`config.mk`:
```
export PLATFORM = sky130hd
export DESIGN_NAME = xge_reset_seq
export DESIGN_NICKNAME = d
export VERILOG_FILES = /design/src/rtl/xge_reset_seq.sv
export SDC_FILE = /design/constraint.sdc
export NUM_CORES = 1
export LEC_CHECK = 0
export ABC_AREA = 1
export CAP_MARGIN = 20
export CELL_PAD_IN_SITES_DETAIL_PLACEMENT = 0
export CELL_PAD_IN_SITES_GLOBAL_PLACEMENT = 1
export CORE_ASPECT_RATIO = 0.8
export CORE_MARGIN = 2
export CORE_UTILIZATION = 35
export DETAILED_ROUTE_END_ITERATION = 10
export PLACE_DENSITY = 0.69
export SLEW_MARGIN = 10
export SYNTH_ARGS = -nofsm -noshare
export SYNTH_HDL_FRONTEND = slang
export SYNTH_SLANG_ARGS = --single-unit
export TNS_END_PERCENT = 5
```
`constraint.sdc`:
```
create_clock -name wb_clk_i -period 1.3 [get_ports wb_clk_i]
set_input_delay 0.26 -clock wb_clk_i [delete_from_list [all_inputs] [get_ports wb_clk_i]]
set_output_delay 0.26 -clock wb_clk_i [all_outputs]
set_load 0.05 [all_outputs]
```
`src/rtl/xge_reset_seq.sv`:
```
// xge_reset_seq: staggered active-low reset sequencer for the MAC clock domains.
// All domains are held low for ASSERT_CYCLES, then released one by one in index
// order, STAGGER_CYCLES apart. sw_rst_req re-runs the whole sequence; dom_mask
// holds individual domains in reset without disturbing the release schedule.
// Optional macro XGE_RST_SEQ_ACK_EN adds per-domain acknowledge gating with a
// timeout (dom_ack input, sticky seq_err output).
module xge_reset_seq #(
  parameter int NUM_DOMAINS    = 3,
  parameter int ASSERT_CYCLES  = 8,
  parameter int STAGGER_CYCLES = 4,
  parameter int CNT_W          = 16,
  parameter int TIMEOUT_CYCLES = 256
) (
  input  logic                   wb_clk_i,
  input  logic                   wb_rst_i,
  input  logic                   sw_rst_req,
  input  logic [NUM_DOMAINS-1:0] dom_mask,
`ifdef XGE_RST_SEQ_ACK_EN
  input  logic [NUM_DOMAINS-1:0] dom_ack,
  output logic                   seq_err,
`endif
  output logic [NUM_DOMAINS-1:0] rst_n_o,
  output logic                   seq_busy,
  output logic                   seq_done,
  output logic [7:0]             seq_count
);

  localparam logic [1:0] ST_ASSERT  = 2'd0;
  localparam logic [1:0] ST_RELEASE = 2'd1;
  localparam logic [1:0] ST_DONE    = 2'd2;

  localparam int IDX_W = (NUM_DOMAINS > 1) ? $clog2(NUM_DOMAINS) : 1;

  localparam logic [CNT_W-1:0] ASSERT_LAST  = CNT_W'(ASSERT_CYCLES - 1);
  localparam logic [CNT_W-1:0] STAGGER_LAST = CNT_W'(STAGGER_CYCLES - 1);
  localparam logic [IDX_W-1:0] LAST_IDX     = IDX_W'(NUM_DOMAINS - 1);
  localparam logic [IDX_W-1:0] FIRST_STAG   = IDX_W'(1);

  // Out-of-range parameter sets elaborate this clearly named empty scope, which
  // makes a bad build easy to spot in the hierarchy.
  generate
    if (NUM_DOMAINS < 1 || NUM_DOMAINS > 32 || ASSERT_CYCLES < 1 ||
        STAGGER_CYCLES < 1 || TIMEOUT_CYCLES < 1 ||
        CNT_W < $clog2(ASSERT_CYCLES + STAGGER_CYCLES + 1)) begin : g_illegal_parameters
    end
  endgenerate

  logic [1:0]             state_q, state_d;
  logic [CNT_W-1:0]       cnt_q, cnt_d;
  logic [IDX_W-1:0]       idx_q, idx_d;
  logic [NUM_DOMAINS-1:0] released_q, released_d;
  logic [NUM_DOMAINS-1:0] rst_n_q;
  logic                   done_q, done_d;
  logic                   busy_q, busy_d;
  logic [7:0]             count_q, count_d;
  logic [NUM_DOMAINS-1:0] idx_onehot;

`ifdef XGE_RST_SEQ_ACK_EN
  localparam int TMO_W = $clog2(TIMEOUT_CYCLES + 1);
  localparam logic [TMO_W-1:0] TMO_LAST = TMO_W'(TIMEOUT_CYCLES - 1);

  logic [TMO_W-1:0]       wait_q, wait_d;
  logic                   err_q, err_d;
  logic [NUM_DOMAINS-1:0] ack_vec;
  logic                   prev_acked;
  logic                   last_acked;
  logic                   tmo_hit;

  // A masked domain never comes out of reset, so it can never acknowledge;
  // treat it as acked so the rest of the sequence is not stalled by it.
  always_comb begin
    ack_vec    = dom_ack | dom_mask;
    prev_acked = |(ack_vec & (NUM_DOMAINS'(1) << (idx_q - FIRST_STAG)));
    last_acked = ack_vec[NUM_DOMAINS-1];
    tmo_hit    = (wait_q >= TMO_LAST);
  end
`endif

  assign idx_onehot = NUM_DOMAINS'(1) << idx_q;

  // Next-state logic: pulse-width count, staggered release and completion.
  always_comb begin
    state_d    = state_q;
    cnt_d      = cnt_q;
    idx_d      = idx_q;
    released_d = released_q;
    done_d     = done_q;
    busy_d     = busy_q;
    count_d    = count_q;
`ifdef XGE_RST_SEQ_ACK_EN
    wait_d     = wait_q;
    err_d      = err_q;
`endif
    if (sw_rst_req) begin
      state_d    = ST_ASSERT;
      cnt_d      = '0;
      idx_d      = '0;
      released_d = '0;
      done_d     = 1'b0;
      busy_d     = 1'b1;
`ifdef XGE_RST_SEQ_ACK_EN
      wait_d     = '0;
      err_d      = 1'b0;
`endif
    end else begin
      case (state_q)
        ST_ASSERT: begin
          released_d = '0;
          cnt_d      = cnt_q + CNT_W'(1);
          if (cnt_q == ASSERT_LAST) begin
            released_d[0] = 1'b1;
            cnt_d         = '0;
            idx_d         = FIRST_STAG;
            state_d       = (NUM_DOMAINS == 1) ? ST_DONE : ST_RELEASE;
          end
        end
        ST_RELEASE: begin
`ifdef XGE_RST_SEQ_ACK_EN
          // The stagger slot has elapsed; hold the count until the previous
          // domain acknowledges or the wait times out.
          if (cnt_q >= STAGGER_LAST) begin
            if (prev_acked || tmo_hit) begin
              released_d = released_q | idx_onehot;
              cnt_d      = '0;
              wait_d     = '0;
              if (!prev_acked) err_d = 1'b1;
              if (idx_q == LAST_IDX) state_d = ST_DONE;
              else                   idx_d   = idx_q + IDX_W'(1);
            end else begin
              wait_d = wait_q + TMO_W'(1);
            end
          end else begin
            cnt_d = cnt_q + CNT_W'(1);
          end
`else
          cnt_d = cnt_q + CNT_W'(1);
          if (cnt_q == STAGGER_LAST) begin
            released_d = released_q | idx_onehot;
            cnt_d      = '0;
            if (idx_q == LAST_IDX) state_d = ST_DONE;
            else                   idx_d   = idx_q + IDX_W'(1);
          end
`endif
        end
        ST_DONE: begin
`ifdef XGE_RST_SEQ_ACK_EN
          if (!done_q) begin
            if (last_acked || tmo_hit) begin
              done_d = 1'b1;
              busy_d = 1'b0;
              wait_d = '0;
              if (!last_acked) err_d = 1'b1;
              if (count_q != 8'hFF) count_d = count_q + 8'd1;
            end else begin
              wait_d = wait_q + TMO_W'(1);
            end
          end
`else
          // done_q rising marks entry; the completed-sequence count bumps once.
          if (!done_q) begin
            done_d = 1'b1;
            busy_d = 1'b0;
            if (count_q != 8'hFF) count_d = count_q + 8'd1;
          end
`endif
        end
        default: begin
          state_d    = ST_ASSERT;
          cnt_d      = '0;
          idx_d      = '0;
          released_d = '0;
          done_d     = 1'b0;
          busy_d     = 1'b1;
        end
      endcase
    end
  end

  // State registers; the domain resets take the mask directly so a mask change
  // shows on the very next edge in any state.
  always_ff @(posedge wb_clk_i) begin
    if (wb_rst_i) begin
      state_q    <= ST_ASSERT;
      cnt_q      <= '0;
      idx_q      <= '0;
      released_q <= '0;
      rst_n_q    <= '0;
      done_q     <= 1'b0;
      busy_q     <= 1'b1;
      count_q    <= '0;
`ifdef XGE_RST_SEQ_ACK_EN
      wait_q     <= '0;
      err_q      <= 1'b0;
`endif
    end else begin
      state_q    <= state_d;
      cnt_q      <= cnt_d;
      idx_q      <= idx_d;
      released_q <= released_d;
      rst_n_q    <= released_d & ~dom_mask;
      done_q     <= done_d;
      busy_q     <= busy_d;
      count_q    <= count_d;
`ifdef XGE_RST_SEQ_ACK_EN
      wait_q     <= wait_d;
      err_q      <= err_d;
`endif
    end
  end

  assign rst_n_o   = rst_n_q;
  assign seq_busy  = busy_q;
  assign seq_done  = done_q;
  assign seq_count = count_q;
`ifdef XGE_RST_SEQ_ACK_EN
  assign seq_err   = err_q;
`endif

endmodule

```
==> insert_results.sql, run 1 <==
INSERT INTO impl_metrics (metric_group, metric, value, unit) VALUES
('worst_hold_path', 'hold_path_startpoint', 'dom_mask[0]', ''),
('logic_synthesis', 'syn_avg_cell_area', '6.51', 'µm²'),
('worst_setup_path', 'worstSetupEndpointType', 'flip-flop', ''),
('sta', 'worst_slew_pin_slew', '0.244', 'ns'),
('global_route', 'grt.total_usage', '17.1', '%'),
('detailed_routing', 'drt-total-wl', '4.94', 'mm'),
('clock_tree', 'worst_skew_pair.late_latency', '0.29', 'ns'),
('logic_synthesis', 'synth_warnings', '0', ''),
('finish', 'final_design_area_no_fill', '3120', 'µm²'),
('placement', 'detailedPlacementHpwl', '3.76', 'mm'),
('logic_synthesis', 'syn_area', '1990', 'µm²'),
('run_status', 'failed_checks', 'setup timing', ''),
('clock_tree', 'htree_num_levels', '2', ''),
('clock_tree', 'path_clk_slew', '0.08', 'ns'),
('power_and_ir_drop', 'p_int', '1.56', 'mW'),
('die', 'rows', '24', ''),
('die', 'fp.coreArea', '5470', 'µm²'),
('placement', 'preCtsSetupSlack', '-0.242', 'ns'),
('global_route', 'global_route_congestion_overflow_total', '0', ''),
('finish', 'layout-drive-gt1-share', '37.8', '%'),
('worst_setup_path', 'worst_path_max_delay_cell', 'sky130_fd_sc_hd__dfxtp_2', ''),
('worst_hold_path', 'hold_class', 'input pin to flip-flop', ''),
('worst_setup_path', 'crit_path_max_incr_delay', '0.36', 'ns'),
('detailed_routing', 'ratio_of_routed_vias_to_standard_cells', '4.38', ''),
('detailed_routing', 'num_vias', '2012', ''),
('die', 'die_width', '88.2', 'µm'),
('global_route', 'antenna_found_initial', '0', ''),
('sta', 'fin_crit_sh', '103', '%'),
('global_route', 'wire_length_of_the_first_global_routing_pass', '8.47', 'mm'),
('power_and_ir_drop', 'share_seq_of_total_power', '54.3', '%'),
('power_and_ir_drop', 'vdd_ir_drop_max', '0.462', 'mV'),
('sta', 'finish_stage_setup_viols', '4', ''),
('finish', 'finalNonFillerCells', '459', ''),
('sta', 'rsz0062_at_grt', 'yes', ''),
('clock_tree', 'cts_num_sinks', '36', ''),
('placement', 'place.gp.congestion', '0.809', ''),
('global_route', 'grt_pass1_vias', '1821', ''),
('worst_setup_path', 'r2r.worst_path.cells', '9', ''),
('detailed_routing', 'detail_route.iter0.violations', '86', ''),
('sta', 'final_period_demand_of_the_worst_path', '1.34', 'ns'),
('worst_setup_path', 'critical_path_required', '1.52', 'ns'),
('power_and_ir_drop', 'comb_power_share', '3.9', '%'),
('clock_tree', 'cts_tree', 'yes', ''),
('clock_tree', 'cts_hold_repair.buffers', '0', ''),
('die', 'ios', '19', ''),
('sta', 'setup_slack', '-0.0381', 'ns'),
('finish', 'mostFrequentLayoutCells', 'sky130_fd_sc_hd__nand2_1 (82), sky130_fd_sc_hd__buf_4 (49), sky130_fd_sc_hd__inv_1 (43)', ''),
('logic_synthesis', 'synthDominantAreaCellType', 'sky130_fd_sc_hd__dfxtp_1', ''),
('power_and_ir_drop', 'p_sw_share', '23.0', '%'),
('detailed_routing', 'drc', '0', ''),
('logic_synthesis', 'synth_sequential_area_ratio', '36.3', '%'),
('placement', 'place_area', '2820', 'µm²'),
('global_route', 'pin_count_of_the_biggest_net_entering_global_routing', '16', ''),
('worst_setup_path', 'destination_of_the_worst_register_to_register_timing_path', 'cnt_q[12]', ''),
('worst_setup_path', 'setup.reg_to_reg.worst_slack', '-0.04', 'ns'),
('worst_setup_path', 'critical-path-top-delay-family', 'flip-flops', ''),
('detailed_routing', 'ant_nets', '0', ''),
('clock_tree', 'total_clock_buffers_created_by_cts', '5', ''),
('detailed_routing', 'detail_route.first_pass.iterations', '4', ''),
('worst_setup_path', 'crit_chain', 'ha_4 > buf_6 > nand2_4 > nor2_4 > nand2_2 > inv_4 > a21o_1 > nand3_1 > a21oi_1', ''),
('die', 'die_height', '71.4', 'µm'),
('sta', 'clock.fmax', '0.747', 'GHz'),
('logic_synthesis', 'synthCells', '305', ''),
('placement', 'place.port_buffers', '18', ''),
('worst_setup_path', 'crit_path_max_fanout', '5', ''),
('logic_synthesis', 'ys_seq_elements', '36', ''),
('run_status', 'status', 'complete, but fails checks', ''),
('clock_tree', 'ctsRootBufferMaster', 'sky130_fd_sc_hd__clkbuf_8', ''),
('worst_setup_path', 'buffers_plus_inverters_on_the_worst_setup_path', '2', ''),
('sta', 'slew_violations', '0', ''),
('finish', 'final_nets', '391', '');
## flip-flops by register name, indices dropped and copies added, names as in the netlist
| name | cells |
|---|---|
| cnt_q | 16 |
| idx_q | 2 |
| state_q | 2 |
| rst_n_o | 3 |
| seq_count | 8 |
| seq_busy | 1 |
| seq_done | 1 |
| released_q | 3 |
## Yosys cell counts, drive strengths merged
cell type,n
inv,48
nand2,96
o211ai,2
nor3,7
xor2,7
or2,2
nor2,35
nor4,1
a21o,1
ha,5
o21ai,9
clkbuf,1
nand3b,1
nand3,19
o21bai,2
dfxtp,36
a21oi,22
buf,5
nand4,6
## kinds of logic (layout without fill, tap and decap cells)
family	after synthesis	count (layout)	synth area share, %
flip-flops	36	36	36.3
AND/OR/NAND/NOR	167	167	35.9
XOR/XNOR	7	7	3.09
adder cells (fa/ha/maj)	5	5	3.15
buffers and inverters	54	130	11.5
AO/OA/AOI/OAI	36	36	10.1
## per-stage QoR
step | power, mW | utilization, % | TNS, ns
4_1_cts | 2.04 | 55.3 | -0.278
2_1_floorplan | 1.15 | - | -0.0241
3_5_place_dp | 1.20 | 51.6 | -4.92
5_1_grt | 2.13 | 57.0 | -2.29
3_3_place_gp | 1.20 | 51.6 | -4.16
6_report | 2.03 | 57.0 | -0.103
## layer usage
layer / GRT usage, % / wire length, µm / vias up
li1: - / - / 1102
met1: 25.3 / 2630 / 888
met2: 25.3 / 2160 / 18
met3: 4.15 / 116 / 4
met4: 3.54 / 34 / 0
met5: 0 / 0 / -
## power by group through the flow
stage | clock network (mW) | registers (mW) | logic, mW
after floorplan | 0 | 1.13 | 0.0246
after global placement | 0 | 1.13 | 0.0757
after detailed placement | 0 | 1.13 | 0.0750
after CTS | 0.867 | 1.10 | 0.0769
after global routing | 0.940 | 1.10 | 0.0863
final | 0.849 | 1.10 | 0.0781
## area by class of cell
class / instances / area (µm²)
Tap cell: 78 / 97.6
Clock inverter: 2 / 10.0
Clock buffer: 6 / 82.6
Fill cell: 546 / 2350
Timing Repair Buffer: 74 / 766
Sequential cell: 36 / 756
Multi-Input combinational cell: 215 / 1220
Inverter: 48 / 183
## how the worst max path moves through the flow
stage | slack, ns | cells past startpoint | from | end
6_report | -0.04 | 9 | cnt_q[0] | cnt_q[12]
5_1_grt | -0.12 | 10 | cnt_q[0] | cnt_q[1]
4_1_cts | -0.05 | 10 | cnt_q[0] | cnt_q[10]
3_5_place_dp | -0.24 | 6 | sw_rst_req | seq_count[6]
3_3_place_gp | -0.20 | 6 | sw_rst_req | seq_count[6]
2_1_floorplan | -0.007 | 9 | seq_count[1] | seq_count[3]
## timing repair
item	CTS	global route
resized for setup	31	31
pin swaps	12	11
endpoints found under the setup margin	31	34
gates cloned	0	0
setup buffers	1	0
Power figures use the tool's default switching activity.
==> inputs of run 2 (changes only) <==
--- a/config.mk
+++ b/config.mk
@@ -15,5 +15,5 @@
 export DETAILED_ROUTE_END_ITERATION = 10
 export PLACE_DENSITY = 0.69
-export SLEW_MARGIN = 10
+export SLEW_MARGIN = 20
 export SYNTH_ARGS = -nofsm -noshare
 export SYNTH_HDL_FRONTEND = slang
==> constraint.sdc (replaced) <==
create_clock -name wb_clk_i -period 1.15 [get_ports wb_clk_i]
set_input_delay 0.23 -clock wb_clk_i [delete_from_list [all_inputs] [get_ports wb_clk_i]]
set_output_delay 0.23 -clock wb_clk_i [all_outputs]
set_load 0.005 [all_outputs]
==> run 2 against run 1 <==
Compared with the run above: the flow still finishes with violations (setup timing); cell count is 2.6% higher; largest cell class unchanged; setup slack worse by 0.16 ns; die area stayed put; non-clock buffer count is 13 higher; global-route usage is 0.33 points higher.
==> insert_results.sql, run 2 (same netlist as run 1, synthesis figures left out) <==
INSERT INTO impl_metrics (metric_group, metric, value, unit) VALUES
('worst_setup_path', 'category_of_the_worst_setup_path_launch_point', 'flip-flop', ''),
('placement', 'place.gp.congestion', '0.781', ''),
('clock_tree', 'cts_buffer_depth', '2', ''),
('global_route', 'grt.total_usage', '17.4', '%'),
('clock_tree', 'worst_skew_pair.late_latency', '0.29', 'ns'),
('sta', 'finalHoldViolCount', '0', ''),
('global_route', 'grt_pass1_vias', '1942', ''),
('finish', 'mostFrequentLayoutCells', 'sky130_fd_sc_hd__nand2_1 (78), sky130_fd_sc_hd__buf_4 (60), sky130_fd_sc_hd__inv_1 (42)', ''),
('worst_hold_path', 'hold-path-cell-count', '5', ''),
('sta', 'finish_stage_setup_viols', '35', ''),
('finish', 'fin_util', '57.4', '%'),
('placement', 'place_area', '2710', 'µm²'),
('clock_tree', 'total_clock_buffers_created_by_cts', '5', ''),
('sta', 'worst_slew_pin_slew', '0.238', 'ns'),
('global_route', 'antenna_found_initial', '0', ''),
('worst_setup_path', 'r2r.worst_path.cells', '9', ''),
('sta', 'worst_slew_margin_rel', '84.0', '%'),
('finish', 'synthToLayoutAreaGrowth', '58.0', '%'),
('detailed_routing', 'ratio_of_routed_vias_to_standard_cells', '4.45', ''),
('sta', 'fin_crit_sh', '117', '%'),
('sta', 'fin_tns_setup', '-4.38', 'ns'),
('run_status', 'status', 'complete, but fails checks', ''),
('worst_hold_path', 'hold_end', 'seq_done', ''),
('global_route', 'global_route_congestion_overflow_total', '0', ''),
('finish', 'final_design_area_no_fill', '3140', 'µm²'),
('worst_setup_path', 'crit_path_max_fanout', '4', ''),
('detailed_routing', 'ant_nets', '0', ''),
('detailed_routing', 'drt-total-wl', '5.11', 'mm'),
('global_route', 'wire_length_of_the_first_global_routing_pass', '8.66', 'mm'),
('worst_setup_path', 'critical_path_required', '1.33', 'ns'),
('worst_setup_path', 'crit_path_max_incr_delay', '0.33', 'ns'),
('detailed_routing', 'num_vias', '2095', ''),
('detailed_routing', 'wire_per_inst', '10.8', 'µm'),
('die', 'rows', '24', ''),
('finish', 'final_common_cell', 'sky130_fd_sc_hd__nand2_1', ''),
('power_and_ir_drop', 'vdd_ir_drop_max', '0.500', 'mV'),
('die', 'initial_util', '36.3', '%'),
('global_route', 'pin_count_of_the_biggest_net_entering_global_routing', '16', ''),
('sta', 'fin_skew', '0.00728', 'ns'),
('clock_tree', 'path_clk_slew', '0.07', 'ns'),
('clock_tree', 'htree_num_levels', '2', ''),
('placement', 'preCtsSetupSlack', '-0.336', 'ns'),
('finish', 'final_nets', '404', ''),
('run_status', 'failed_checks', 'setup timing', ''),
('die', 'die_width', '88.2', 'µm'),
('worst_setup_path', 'destination_of_the_worst_register_to_register_timing_path', 'cnt_q[7]', ''),
('worst_setup_path', 'worstPathArrival', '1.53', 'ns'),
('worst_setup_path', 'worstSetupEndpointType', 'flip-flop', ''),
('sta', 'clock.fmax', '0.744', 'GHz'),
('worst_setup_path', 'crit_path_frequent_cell', 'sky130_fd_sc_hd__buf_4', ''),
('placement', 'place.port_buffers', '18', ''),
('job', 'cap_viol_max_count', '0', ''),
('die', 'die_height', '71.4', 'µm'),
('die', 'fp.coreArea', '5470', 'µm²'),
('worst_hold_path', 'hold_path_startpoint', 'sw_rst_req', ''),
('power_and_ir_drop', 'cellPowerDensity', '698', 'nW/µm²'),
('sta', 'whs', '0.439', 'ns'),
('finish', 'largest_register_ff_count', '16', ''),
('sta', 'rsz0062_at_grt', 'yes', ''),
('power_and_ir_drop', 'total_leakage_power', '1.54', 'nW'),
('worst_setup_path', 'timing.setup.critical_path_class', 'flip-flop to flip-flop', ''),
('placement', 'detailedPlacementHpwl', '3.74', 'mm'),
('finish', 'n_antenna_cell', '0', ''),
('sta', 'setup_slack', '-0.194', 'ns'),
('clock_tree', 'cts_num_sinks', '36', ''),
('finish', 'layout-drive-gt1-share', '41.2', '%'),
('worst_setup_path', 'r2r-start', 'cnt_q[4]', ''),
('worst_setup_path', 'crit_chain', 'buf_4 > nand2_2 > inv_2 > nand2_4 > nor2_4 > buf_4 > or2_2 > nand3_1 > a21oi_1', ''),
('sta', 'slew_violations', '0', ''),
('detailed_routing', 'detail_route.iter0.violations', '67', ''),
('worst_setup_path', 'setup.reg_to_reg.worst_slack', '-0.19', 'ns'),
('worst_setup_path', 'worst_path_max_delay_cell', 'sky130_fd_sc_hd__dfxtp_2', ''),
('clock_tree', 'ctsRootBufferMaster', 'sky130_fd_sc_hd__clkbuf_8', ''),
('worst_hold_path', 'hold_class', 'input pin to flip-flop', ''),
('sta', 'final_period_demand_of_the_worst_path', '1.34', 'ns'),
('detailed_routing', 'detail_route.first_pass.iterations', '4', ''),
('die', 'ios', '19', ''),
('die', 'die_area', '6300', 'µm²'),
('detailed_routing', 'drc', '0', ''),
('clock_tree', 'cts_tree', 'yes', ''),
('finish', 'largest_register', 'cnt_q', '');
## run 2: cell count changes in the layout (fill, tap and decap cells not counted), moves of 4 or more
cell,previous run,this run
sky130_fd_sc_hd__buf_12,14,1
sky130_fd_sc_hd__buf_4,49,60
sky130_fd_sc_hd__dlygate4sd2_1,0,9
sky130_fd_sc_hd__nand2_1,82,78
sky130_fd_sc_hd__nor3_1,5,1
sky130_fd_sc_hd__nor3_2,1,5
## run 2: how the worst max path moves through the flow
stage | depth (start not counted) | to | from
2_1_floorplan | 9 | cnt_q[0] | cnt_q[0]
3_3_place_gp | 8 | seq_count[2] | seq_count[0]
3_5_place_dp | 6 | rst_n_o[2] | sw_rst_req
4_1_cts | 10 | rst_n_o[1] | cnt_q[0]
5_1_grt | 8 | released_q[2] | cnt_q[1]
6_report | 9 | cnt_q[7] | cnt_q[4]
## run 2: area by class of cell
class                   instances  area, µm²
inverters                      48        183
multi-input cells             215       1320
well taps                      78       97.6
clock buffers                   6       72.6
clock inverters                 1       5.00
repair buffers                 87        712
flip-flops and latches         36        752
fillers                       542       2330
## run 2: where the power goes
| part | internal (mW) | leakage [nW] | switching [mW] |
|---|---|---|---|
| logic | 0.0426 | 1.19 | 0.0448 |
| registers | 1.24 | 0.301 | 0.00346 |
| clock network | 0.412 | 0.0410 | 0.445 |
| total | 1.70 | 1.54 | 0.493 |
## run 2: worst max-delay path: cells and delay by family, from the launching register on
family | cells | cell delay [ns]
AND/OR/NAND/NOR | 5 | 0.52
flip-flops | 1 | 0.33
buffers and inverters | 3 | 0.32
AO/OA/AOI/OAI | 1 | 0.06
## run 2: per-layer routing
metal | up-vias | wire, µm | track usage [%]
li1 | 1128 | - | -
met1 | 943 | 2650 | 25.1
met2 | 19 | 2300 | 26.4
met3 | 5 | 107 | 3.80
met4 | 0 | 40 | 4.55
met5 | - | 0 | 0
## run 2: metrics by stage
step | power (mW) | instances
5_1_grt | 2.29 | 471
3_3_place_gp | 1.36 | 457
3_5_place_dp | 1.36 | 457
6_report | 2.19 | 471
4_1_cts | 2.23 | 471
2_1_floorplan | 1.31 | 305
## run 2: what timing repair did
action,in CTS,in global routing
pin swaps,16,25
setup buffers,7,1
hold buffers,0,0
endpoints found under the setup margin,47,39
gates resized for setup,62,60
==> inputs of run 3 (changes only) <==
--- a/config.mk
+++ b/config.mk
@@ -13,5 +13,7 @@
 export CORE_MARGIN = 2
 export CORE_UTILIZATION = 35
+export CTS_BUF_LIST = sky130_fd_sc_hd__clkbuf_4 sky130_fd_sc_hd__clkbuf_8
 export DETAILED_ROUTE_END_ITERATION = 10
+export MAX_ROUTING_LAYER = met4
 export PLACE_DENSITY = 0.69
 export SLEW_MARGIN = 20
==> constraint.sdc (replaced) <==
create_clock -name wb_clk_i -period 1.15 [get_ports wb_clk_i]
set_input_delay 0.1725 -clock wb_clk_i [delete_from_list [all_inputs] [get_ports wb_clk_i]]
set_output_delay 0.1725 -clock wb_clk_i [all_outputs]
set_load 0.005 [all_outputs]
==> run 3 against run 2 <==
Compared with the run above: cell count unchanged; clock power rose by 83%; via count increased by 0.81%; combinational power down 4.3%; routed wire length is 5.4% higher; maximum frequency down 2.8%; count of clock-buffer cells in the layout is 1 lower; critical endpoint is now idx_q[1]; die area unchanged; the run still ends with setup timing left.
==> insert_results.sql, run 3 (same netlist as run 1, synthesis figures left out) <==
INSERT INTO impl_metrics (metric_group, metric, value, unit) VALUES
('worst_setup_path', 'setup.worst_path.start', 'cnt_q[2]', ''),
('clock_tree', 'ctsRootBufferMaster', 'sky130_fd_sc_hd__clkbuf_8', ''),
('die', 'rows', '24', ''),
('run_status', 'failed_checks', 'setup timing', ''),
('sta', 'final_period_demand_of_the_worst_path', '1.38', 'ns'),
('worst_setup_path', 'critical_path_required', '1.34', 'ns'),
('die', 'die_width', '88.2', 'µm'),
('detailed_routing', 'ratio_of_routed_vias_to_standard_cells', '4.48', ''),
('detailed_routing', 'ant_nets', '0', ''),
('clock_tree', 'cts_tree', 'yes', ''),
('clock_tree', 'htree_num_levels', '2', ''),
('detailed_routing', 'wl_met1', '2.81', 'mm'),
('worst_setup_path', 'worstSetupEndpointType', 'flip-flop', ''),
('sta', 'worst_slew_margin_rel', '81.8', '%'),
('finish', 'final_nets', '403', ''),
('worst_hold_path', 'hold_end', 'rst_n_o[1]', ''),
('sta', 'finish_stage_setup_viols', '35', ''),
('finish', 'final_common_cell', 'sky130_fd_sc_hd__nand2_1', ''),
('run_status', 'status', 'complete, but fails checks', ''),
('finish', 'finalNonFillerCells', '471', ''),
('sta', 'clock.fmax', '0.723', 'GHz'),
('die', 'die_area', '6300', 'µm²'),
('power_and_ir_drop', 'cellPowerDensity', '925', 'nW/µm²'),
('detailed_routing', 'route.top_layer_used', 'met4', ''),
('worst_setup_path', 'crit_path_max_fanout', '5', ''),
('power_and_ir_drop', 'totalPowerFinal', '2.90', 'mW'),
('detailed_routing', 'met2RoutedLength', '2.30', 'mm'),
('finish', 'layout-drive-gt1-share', '37.7', '%'),
('finish', 'n_antenna_cell', '0', ''),
('clock_tree', 'worst_skew_pair.late_latency', '0.29', 'ns'),
('worst_setup_path', 'timing.setup.critical_path_class', 'flip-flop to flip-flop', ''),
('sta', 'setup_slack', '-0.233', 'ns'),
('job', 'cap_viol_max_count', '0', ''),
('sta', 'slew_violations', '0', ''),
('global_route', 'wire_length_of_the_first_global_routing_pass', '8.66', 'mm'),
('placement', 'place.gp.congestion', '0.824', ''),
('placement', 'detailedPlacementHpwl', '3.86', 'mm'),
('finish', 'mostFrequentLayoutCells', 'sky130_fd_sc_hd__nand2_1 (80), sky130_fd_sc_hd__buf_4 (62), sky130_fd_sc_hd__inv_1 (44)', ''),
('sta', 'finalHoldViolCount', '0', ''),
('worst_setup_path', 'setup.reg_to_reg.worst_slack', '-0.23', 'ns'),
('sta', 'rsz0062_at_grt', 'yes', ''),
('sta', 'fin_tns_setup', '-4.86', 'ns'),
('detailed_routing', 'num_vias', '2112', ''),
('worst_setup_path', 'worstPathArrival', '1.57', 'ns'),
('clock_tree', 'cts_buffer_depth', '2', ''),
('finish', 'final_design_area_no_fill', '3140', 'µm²'),
('global_route', 'grt.total_usage', '18.0', '%'),
('detailed_routing', 'detail_route.iter0.violations', '82', ''),
('detailed_routing', 'wire_per_inst', '11.4', 'µm'),
('worst_hold_path', 'hold_class', 'input pin to flip-flop', ''),
('placement', 'place.port_buffers', '18', ''),
('worst_setup_path', 'category_of_the_worst_setup_path_launch_point', 'flip-flop', ''),
('sta', 'fin_crit_sh', '120', '%'),
('sta', 'worst_slew_pin_slew', '0.271', 'ns'),
('worst_hold_path', 'hold-path-cell-count', '2', ''),
('detailed_routing', 'drt-total-wl', '5.38', 'mm'),
('die', 'ios', '19', ''),
('detailed_routing', 'detailroute.wirelength.met3', '222', 'µm'),
('global_route', 'grt_pass1_vias', '1887', ''),
('die', 'die_height', '71.4', 'µm'),
('die', 'fp.coreArea', '5470', 'µm²'),
('finish', 'synthToLayoutAreaGrowth', '58.2', '%'),
('worst_setup_path', 'r2r-start', 'cnt_q[2]', ''),
('worst_setup_path', 'r2r.worst_path.cells', '9', ''),
('global_route', 'pin_count_of_the_biggest_net_entering_global_routing', '16', ''),
('global_route', 'antenna_found_initial', '0', ''),
('finish', 'largest_register_ff_count', '16', ''),
('die', 'initial_util', '36.3', '%'),
('placement', 'place_area', '2730', 'µm²'),
('placement', 'preCtsSetupSlack', '-0.343', 'ns'),
('sta', 'fin_skew', '0.00929', 'ns'),
('power_and_ir_drop', 'total_leakage_power', '1.55', 'nW'),
('detailed_routing', 'detail_route.first_pass.iterations', '4', ''),
('global_route', 'global_route_congestion_overflow_total', '0', ''),
('clock_tree', 'total_clock_buffers_created_by_cts', '5', ''),
('placement', 'placedCellCount', '459', ''),
('finish', 'largest_register', 'cnt_q', ''),
('clock_tree', 'cts_hold_repair.buffers', '0', ''),
('detailed_routing', 'drc', '0', ''),
('clock_tree', 'path_clk_slew', '0.08', 'ns'),
('clock_tree', 'cts_num_sinks', '36', ''),
('power_and_ir_drop', 'vdd_ir_drop_max', '0.565', 'mV'),
('worst_setup_path', 'destination_of_the_worst_register_to_register_timing_path', 'idx_q[1]', ''),
('worst_hold_path', 'hold_path_startpoint', 'dom_mask[1]', '');
## run 3: report_power, final
group / switching [mW] / leakage (nW) / internal (mW) / total (mW)
sequential: 0.00340 / 0.300 / 1.24 / 1.25
combinational: 0.0426 / 1.17 / 0.0410 / 0.0836
clock: 0.489 / 0.0784 / 1.09 / 1.57
total: 0.535 / 1.55 / 2.37 / 2.90
## run 3: layout make-up
class                           count  area (µm²)
Clock buffer                        5        68.8
Timing Repair Buffer               85         681
Tap cell                           78        97.6
Clock inverter                      3        90.1
Fill cell                         529        2320
Multi-Input combinational cell    216        1270
Sequential cell                    36         751
Inverter                           48         185
## run 3: stage by stage
step,hold WS (ns),utilization (%)
floorplan,0.242,-
global placement,0.478,49.9
detailed placement,0.487,49.9
CTS,0.393,55.2
global route,0.399,57.5
finish,0.395,57.5
## run 3: how the worst max path moves through the flow
| stage | to | slack (ns) | cells after the start |
|---|---|---|---|
| floorplan | cnt_q[0] | -0.16 | 9 |
| global placement | seq_count[1] | -0.31 | 8 |
| detailed placement | rst_n_o[2] | -0.34 | 6 |
| CTS | idx_q[0] | -0.20 | 10 |
| global route | idx_q[1] | -0.34 | 10 |
| finish | idx_q[1] | -0.23 | 9 |
## run 3: what timing repair did
item	4_1_cts	5_1_grt
setup buffers	3	0
pin swaps	12	20
gates resized for setup	57	42
setup endpoints to repair	47	40
gates cloned	0	1
## run 3: routing by layer
metal  GRT usage (%)  vias up
li1                -     1128
met1            25.8      937
met2            25.5       40
met3            3.46        7
met4            6.06        0
met5               -        -
## run 3: worst max-delay path, stage by stage, from the launching register on
cell	delay, ns
sky130_fd_sc_hd__dfxtp_4	0.37
sky130_fd_sc_hd__nor2_1	0.14
sky130_fd_sc_hd__nand2_2	0.08
sky130_fd_sc_hd__nor2_4	0.13
sky130_fd_sc_hd__nand2_2	0.09
sky130_fd_sc_hd__nand2_4	0.13
sky130_fd_sc_hd__buf_6	0.13
sky130_fd_sc_hd__nand4_1	0.08
sky130_fd_sc_hd__nand2_1	0.08
sky130_fd_sc_hd__nor2_1	0.04
